`src/rtl/wb_bridge_pkg.sv`:
```
// Shared types and constants for the N-way Wishbone bridge.
package wb_bridge_pkg;

  typedef enum logic [1:0] {
    IDLE = 2'd0,
    REQ  = 2'd1,
    RESP = 2'd2
  } state_e;

  localparam logic [31:0] DEFAULT_ERR_DATA = 32'hDEAD_BEEF;
  localparam int          MAX_PORTS        = 8;
  localparam int          PORT_IDX_W       = $clog2(MAX_PORTS);
  localparam int          TMO_CNT_W        = 16;

endpackage

```
`src/rtl/wb_addr_decoder.sv`:
```
// Combinational base/mask address decoder; the lowest matching port wins.
module wb_addr_decoder
  import wb_bridge_pkg::*;
#(
  parameter int                    N_PORTS        = 4,
  parameter int                    SUB_ADDR_WIDTH = 11,
  parameter logic [N_PORTS*32-1:0] BASE_ADDR      = {32'h3000_3000, 32'h3000_2000,
                                                     32'h3000_1000, 32'h3000_0000},
  parameter logic [N_PORTS*32-1:0] ADDR_MASK      = {4{32'hFFFF_F000}}
) (
  input  logic [31:0]               adr_i,
  output logic                      hit_o,
  output logic [PORT_IDX_W-1:0]     port_o,
  output logic [SUB_ADDR_WIDTH-1:0] offset_o
);

  // Scan from the top so a lower-numbered match overwrites a higher one.
  always_comb begin
    hit_o    = 1'b0;
    port_o   = '0;
    offset_o = '0;
    for (int k = N_PORTS - 1; k >= 0; k--) begin
      if ((adr_i & ADDR_MASK[k*32 +: 32]) == (BASE_ADDR[k*32 +: 32] & ADDR_MASK[k*32 +: 32])) begin
        hit_o    = 1'b1;
        port_o   = PORT_IDX_W'(k);
        offset_o = SUB_ADDR_WIDTH'(adr_i & ~ADDR_MASK[k*32 +: 32]);
      end
    end
  end

endmodule

```
`src/rtl/wb_bridge_nway.sv`:
```
// One-to-N Wishbone bridge with address decode, ack timeout and error responses.
//   state | meaning
//   IDLE  | waiting for an upstream strobe
//   REQ   | downstream cyc/stb held on the selected port
//   RESP  | single-cycle upstream ack
module wb_bridge_nway
  import wb_bridge_pkg::*;
#(
  parameter int                    N_PORTS        = 4,
  parameter int                    SUB_ADDR_WIDTH = 11,
  parameter logic [N_PORTS*32-1:0] BASE_ADDR      = {32'h3000_3000, 32'h3000_2000,
                                                     32'h3000_1000, 32'h3000_0000},
  parameter logic [N_PORTS*32-1:0] ADDR_MASK      = {4{32'hFFFF_F000}},
  parameter int                    TIMEOUT_CYCLES = 255,
  parameter logic [31:0]           ERR_DATA       = DEFAULT_ERR_DATA
) (
  input  logic                      wb_clk_i,
  input  logic                      wb_rst_ni,
  input  logic                      wbs_stb_i,
  input  logic                      wbs_cyc_i,
  input  logic                      wbs_we_i,
  input  logic [3:0]                wbs_sel_i,
  input  logic [31:0]               wbs_dat_i,
  input  logic [31:0]               wbs_adr_i,
  output logic                      wbs_ack_o,
  output logic [31:0]               wbs_dat_o,
  output logic [N_PORTS-1:0]        wbm_stb_o,
  output logic [N_PORTS-1:0]        wbm_cyc_o,
  input  logic [N_PORTS-1:0]        wbm_ack_i,
  input  logic [N_PORTS*32-1:0]     wbm_dat_i,
  output logic                      wbm_we_o,
  output logic [3:0]                wbm_sel_o,
  output logic [31:0]               wbm_dat_o,
  output logic [SUB_ADDR_WIDTH-1:0] wbm_adr_o,
  output logic                      timeout_o,
  output logic                      unmapped_o,
  output logic [2:0]                err_port_o
);

  localparam logic [TMO_CNT_W-1:0] TMO_LOAD = TMO_CNT_W'(TIMEOUT_CYCLES - 1);

  logic                      dec_hit;
  logic [PORT_IDX_W-1:0]     dec_port;
  logic [SUB_ADDR_WIDTH-1:0] dec_offset;

  wb_addr_decoder #(
    .N_PORTS       (N_PORTS),
    .SUB_ADDR_WIDTH(SUB_ADDR_WIDTH),
    .BASE_ADDR     (BASE_ADDR),
    .ADDR_MASK     (ADDR_MASK)
  ) u_dec (
    .adr_i   (wbs_adr_i),
    .hit_o   (dec_hit),
    .port_o  (dec_port),
    .offset_o(dec_offset)
  );

  state_e                    state_q, state_d;
  logic [N_PORTS-1:0]        wbm_cyc_q, wbm_cyc_d;
  logic                      wbm_we_q, wbm_we_d;
  logic [3:0]                wbm_sel_q, wbm_sel_d;
  logic [31:0]               wbm_dat_q, wbm_dat_d;
  logic [SUB_ADDR_WIDTH-1:0] wbm_adr_q, wbm_adr_d;
  logic [PORT_IDX_W-1:0]     port_q, port_d;
  logic                      ack_q, ack_d;
  logic [31:0]               rdat_q, rdat_d;
  logic [TMO_CNT_W-1:0]      tmo_cnt_q, tmo_cnt_d;
  logic                      timeout_q, timeout_d;
  logic                      unmapped_q, unmapped_d;
  logic [PORT_IDX_W-1:0]     err_port_q, err_port_d;

  // The one-hot cyc register doubles as the port select, so acks from other ports mask out.
  logic        sel_ack;
  logic [31:0] sel_rdat;

  always_comb begin
    sel_ack  = |(wbm_ack_i & wbm_cyc_q);
    sel_rdat = '0;
    for (int k = 0; k < N_PORTS; k++) begin
      if (wbm_cyc_q[k]) sel_rdat = wbm_dat_i[k*32 +: 32];
    end
  end

  always_comb begin
    state_d    = state_q;
    wbm_cyc_d  = wbm_cyc_q;
    wbm_we_d   = wbm_we_q;
    wbm_sel_d  = wbm_sel_q;
    wbm_dat_d  = wbm_dat_q;
    wbm_adr_d  = wbm_adr_q;
    port_d     = port_q;
    ack_d      = 1'b0;
    rdat_d     = rdat_q;
    tmo_cnt_d  = tmo_cnt_q;
    timeout_d  = timeout_q;
    unmapped_d = unmapped_q;
    err_port_d = err_port_q;
    unique case (state_q)
      IDLE: begin
        if (wbs_cyc_i && wbs_stb_i) begin
          if (dec_hit) begin
            port_d    = dec_port;
            wbm_cyc_d = N_PORTS'(1) << dec_port;
            wbm_we_d  = wbs_we_i;
            wbm_sel_d = wbs_sel_i;
            wbm_dat_d = wbs_dat_i;
            wbm_adr_d = dec_offset;
            tmo_cnt_d = TMO_LOAD;
            state_d   = REQ;
          end else begin
            unmapped_d = 1'b1;
            rdat_d     = ERR_DATA;
            ack_d      = 1'b1;
            state_d    = RESP;
          end
        end
      end
      REQ: begin
        if (!wbs_cyc_i) begin
          wbm_cyc_d = '0;
          tmo_cnt_d = '0;
          state_d   = IDLE;
        end else if (sel_ack) begin
          wbm_cyc_d = '0;
          tmo_cnt_d = '0;
          if (!wbm_we_q) rdat_d = sel_rdat;
          ack_d     = 1'b1;
          state_d   = RESP;
        end else if (tmo_cnt_q == '0) begin
          wbm_cyc_d  = '0;
          timeout_d  = 1'b1;
          err_port_d = port_q;
          rdat_d     = ERR_DATA;
          ack_d      = 1'b1;
          state_d    = RESP;
        end else begin
          tmo_cnt_d = tmo_cnt_q - 1'b1;
        end
      end
      RESP:    state_d = IDLE;
      default: state_d = IDLE;
    endcase
  end

  always_ff @(posedge wb_clk_i or negedge wb_rst_ni) begin
    if (!wb_rst_ni) begin
      state_q    <= IDLE;
      wbm_cyc_q  <= '0;
      wbm_we_q   <= 1'b0;
      wbm_sel_q  <= '0;
      wbm_dat_q  <= '0;
      wbm_adr_q  <= '0;
      port_q     <= '0;
      ack_q      <= 1'b0;
      rdat_q     <= '0;
      tmo_cnt_q  <= '0;
      timeout_q  <= 1'b0;
      unmapped_q <= 1'b0;
      err_port_q <= '0;
    end else begin
      state_q    <= state_d;
      wbm_cyc_q  <= wbm_cyc_d;
      wbm_we_q   <= wbm_we_d;
      wbm_sel_q  <= wbm_sel_d;
      wbm_dat_q  <= wbm_dat_d;
      wbm_adr_q  <= wbm_adr_d;
      port_q     <= port_d;
      ack_q      <= ack_d;
      rdat_q     <= rdat_d;
      tmo_cnt_q  <= tmo_cnt_d;
      timeout_q  <= timeout_d;
      unmapped_q <= unmapped_d;
      err_port_q <= err_port_d;
    end
  end

  assign wbs_ack_o  = ack_q;
  assign wbs_dat_o  = rdat_q;
  assign wbm_cyc_o  = wbm_cyc_q;
  assign wbm_stb_o  = wbm_cyc_q;
  assign wbm_we_o   = wbm_we_q;
  assign wbm_sel_o  = wbm_sel_q;
  assign wbm_dat_o  = wbm_dat_q;
  assign wbm_adr_o  = wbm_adr_q;
  assign timeout_o  = timeout_q;
  assign unmapped_o = unmapped_q;
  assign err_port_o = 3'(err_port_q);

endmodule

```
`config.mk`:
```
export PLATFORM = sky130hd
export DESIGN_NAME = wb_bridge_nway
export DESIGN_NICKNAME = d
export VERILOG_FILES = /design/src/rtl/wb_bridge_pkg.sv /design/src/rtl/wb_addr_decoder.sv /design/src/rtl/wb_bridge_nway.sv
export SDC_FILE = /design/constraint.sdc
export NUM_CORES = 1
export LEC_CHECK = 0
export BUFFER_PORTS_ARGS = -buffer_cell sky130_fd_sc_hd__buf_2
export CORE_AREA = 2 2 115 117
export CTS_CLUSTER_SIZE = 25
export DETAILED_ROUTE_END_ITERATION = 16
export DIE_AREA = 0 0 117 119
export PLACE_DENSITY = 0.84
export SETUP_SLACK_MARGIN = 0.5
export SLEW_MARGIN = 20
export SYNTH_ARGS = -nofsm -noshare
export SYNTH_HDL_FRONTEND = slang
export SYNTH_SLANG_ARGS = --single-unit
```
`constraint.sdc`:
```
create_clock -name wb_clk_i -period 3.6 [get_ports wb_clk_i]
set_input_delay 0.54 -clock wb_clk_i [delete_from_list [all_inputs] [get_ports wb_clk_i]]
set_output_delay 0.54 -clock wb_clk_i [all_outputs]
set_load 0.05 [all_outputs]
```
==> flow_summary.json <==
{
  "status": "finished clean",
  "finClkSkew_ns": 0.00952,
  "cts_max_path_buffers": 2,
  "regArea_mm2": 0.00273,
  "grt_max_degree": 68,
  "critPathKind": "reg2reg",
  "first_pass_iters": 5,
  "synth_cell_types": 49,
  "hold_viol_final": 0,
  "core_area_mm2": 0.0129,
  "port_buffers": 296,
  "die_area_mm2": 0.0139,
  "final_common_cell": "buf_2",
  "pin_count": 299,
  "crit_start": "tmo_cnt_q[0]$_DFFE_PN0P_",
  "yosys.area_share.adder": 0.00217,
  "syn2layout_area_growth_pct": 32.7,
  "tritoncts": "yes",
  "utilization": 0.594,
  "cts_hold_buf": 0,
  "grt.total_usage": 0.241,
  "arrival_ns": 3.12,
  "timing.rr.start": "tmo_cnt_q[0]$_DFFE_PN0P_",
  "netlist_instances": 540,
  "muxShareOfSynthArea": 0.184,
  "grt_first_pass_wirelength_mm": 25.8,
  "r2r_cells": 8,
  "seq_area_frac_synth": 0.473,
  "cpPeakStageDelay_ns": 0.46,
  "synth_largest_area_cell": "dfrtp_1",
  "ys_warn_count": 0,
  "synth_top_family_by_area": "multiplexers",
  "synth-async-reset-ratio": 1.00,
  "syn_area_mm2": 0.00576,
  "wire_per_inst_um": 17.8,
  "drt-initial-drc-count": 323,
  "multi_input_area_mm2": 0.00282,
  "setup_viol": 0,
  "yosys.area_share.xor_xnor": 0,
  "avgSynthCellArea_um2": 10.7,
  "final_antenna_net_count": 0,
  "place_congestion": 0.857,
  "tightest_slew_ns": 0.940,
  "drive_gt1_frac": 0.508,
  "clockRootBuffer": "clkbuf_16",
  "clk_pin_slew_ns": 0.08,
  "drc_errors": 0,
  "die_y_um": 119,
  "fin_tns_setup_ns": 0,
  "peakVddDrop_v": 0.000231,
  "synth_simple_gate_area_share": 0.131,
  "ys_ff_latch": 109,
  "post-route-period-util": 0.802,
  "vias": 5456,
  "grt_pass1_vias": 5097,
  "cts_sinks": 109,
  "critPathCapture": "wbs_dat_o[24]$_DFFE_PN0P_",
  "end_kind": "flip-flop",
  "nNetsFinal": 1016,
  "r2r-end": "wbs_dat_o[24]$_DFFE_PN0P_",
  "fin_hold_ws_ns": 0.274,
  "chipWidth_um": 117,
  "wirelength_mm": 17.7,
  "cp_slowest_cell": "nand3_4",
  "worstSetupStartpointType": "flip-flop",
  "synth_flop_cell": "dfrtp_1",
  "reg2reg_slack_ns": 0.71,
  "hpwl_mm": 12.8,
  "synth_compound_area_frac": 0.166,
  "n_fill_cell": 1138,
  "synth_nets": 746,
  "maxSlewViolCount": 0,
  "clk_latency_ns": 0.35,
  "worstPathRequired_ns": 3.83,
  "antenna_found_initial": 2,
  "row_count": 42,
  "overflow": 0,
  "cp_max_fo": 16,
  "pwr_density_cell_mw_per_mm2": 310,
  "via_per_inst": 5.49,
  "slew_headroom": 0.363,
  "final_cell_mix": "buf_2, dfrtp_1, mux2_2, nor2_1, a21oi_1",
  "rsz0062_at_grt": "false",
  "fin_crit_ns": 2.89,
  "yosys-top-cells-area": "dfrtp_1, mux2_2, mux2_4, a21oi_1, o2111ai_1",
  "crit_chain": "inv_1, ha_1, or3b_1, nor4_4, nand4_1, o311ai_1, nand3_4, mux2_4",
  "cts_buffers": 9,
  "max_freq_mhz": 346,
  "h-tree-depth": 3,
  "synth_top_area_share": 0.473,
  "max_cap_violations": 0,
  "start_util": 0.448,
  "hp-class": "in2async",
  "p_leak_nw": 3.79,
  "synth_edf_count": 0
}
## kinds of logic after synthesis
group | Yosys count
flops | 109
compound gates | 145
simple gates | 150
other cells | 1
buf+inv | 50
mux | 84
fa+ha+maj | 1
## how the worst min path moves through the flow
stage / endpoint / slack (ns)
finish: wbs_dat_o[3]$_DFFE_PN0P_ / 0.27
floorplan: err_port_o[0]$_DFFE_PN0P_ / 0.24
detailed placement: timeout_o$_DFFE_PN0P_ / 0.46
global route: wbs_dat_o[3]$_DFFE_PN0P_ / 0.36
CTS: wbs_dat_o[3]$_DFFE_PN0P_ / 0.33
global placement: timeout_o$_DFFE_PN0P_ / 0.45
## metrics by stage
step / std cells / setup WS (ns) / total power [mW] / instance area (um2)
after floorplan: 540 / 1.19 / 1.28 / 5760
after global placement: 974 / 0.640 / 1.42 / 7330
after detailed placement: 974 / 0.636 / 1.42 / 7330
after CTS: 990 / 0.620 / 2.40 / 7630
after global routing: 993 / 0.543 / 2.47 / 7650
final: 993 / 0.712 / 2.37 / 7650
## cells in the mapped netlist (3+ instances only)
master,instances
a21oi_1,45
a221oi_1,8
a22oi_1,26
a31oi_1,4
and2_1,3
buf_4,10
buf_6,3
clkbuf_1,30
dfrtp_1,109
inv_1,4
mux2_1,3
mux2_2,51
mux2_4,30
nand2_1,42
nand2b_1,4
nand3_1,4
nor2_1,50
nor2b_1,10
nor3_1,14
nor4_1,4
o2111ai_1,24
o21ai_0,25
or4_1,4
## critical path, delay by kind of cell, from the launching register on
family	cells	cell delay [ns]
AND/OR/NAND/NOR	4	1.36
multiplexers	1	0.44
flip-flops	1	0.42
AO/OA/AOI/OAI	1	0.28
adder cells (fa/ha/maj)	1	0.19
buffers and inverters	1	0.07
## state kept, by name, indices dropped and copies added (netlist names), 4 cells and up
| register | cells |
|---|---|
| wbm_sel_o | 4 |
| wbm_cyc_o | 4 |
| tmo_cnt_q | 16 |
| wbm_dat_o | 32 |
| wbm_adr_o | 11 |
| wbs_dat_o | 32 |
## metal layers
layer	up-vias	routed length [um]	part of all wire	track usage
met5	-	0	0	0
met4	0	553	0.031	0.121
met3	32	1610	0.091	0.0570
met2	293	8590	0.49	0.397
met1	2601	6920	0.39	0.291
li1	2530	-	-	-
## layout make-up
cell class,instances,area share
Sequential cell,109,0.357
Clock inverter,7,0.00900
Clock buffer,9,0.0294
Antenna cell,2,0.000654
Inverter,4,0.00196
Multi-Input combinational cell,382,0.368
Timing Repair Buffer,304,0.205
Tap cell,176,0.0288
## power breakdown
part,internal (mW),switching (mW)
Clock,0.486,0.485
Combinational,0.0908,0.0833
Sequential,1.22,0.00106
## what timing repair did
action                     in CTS  in global routing
setup endpoints to repair       0                 32
setup buffers                   0                  0
resized for setup               0                  1
No activity file was read; power rests on OpenSTA's default activity.
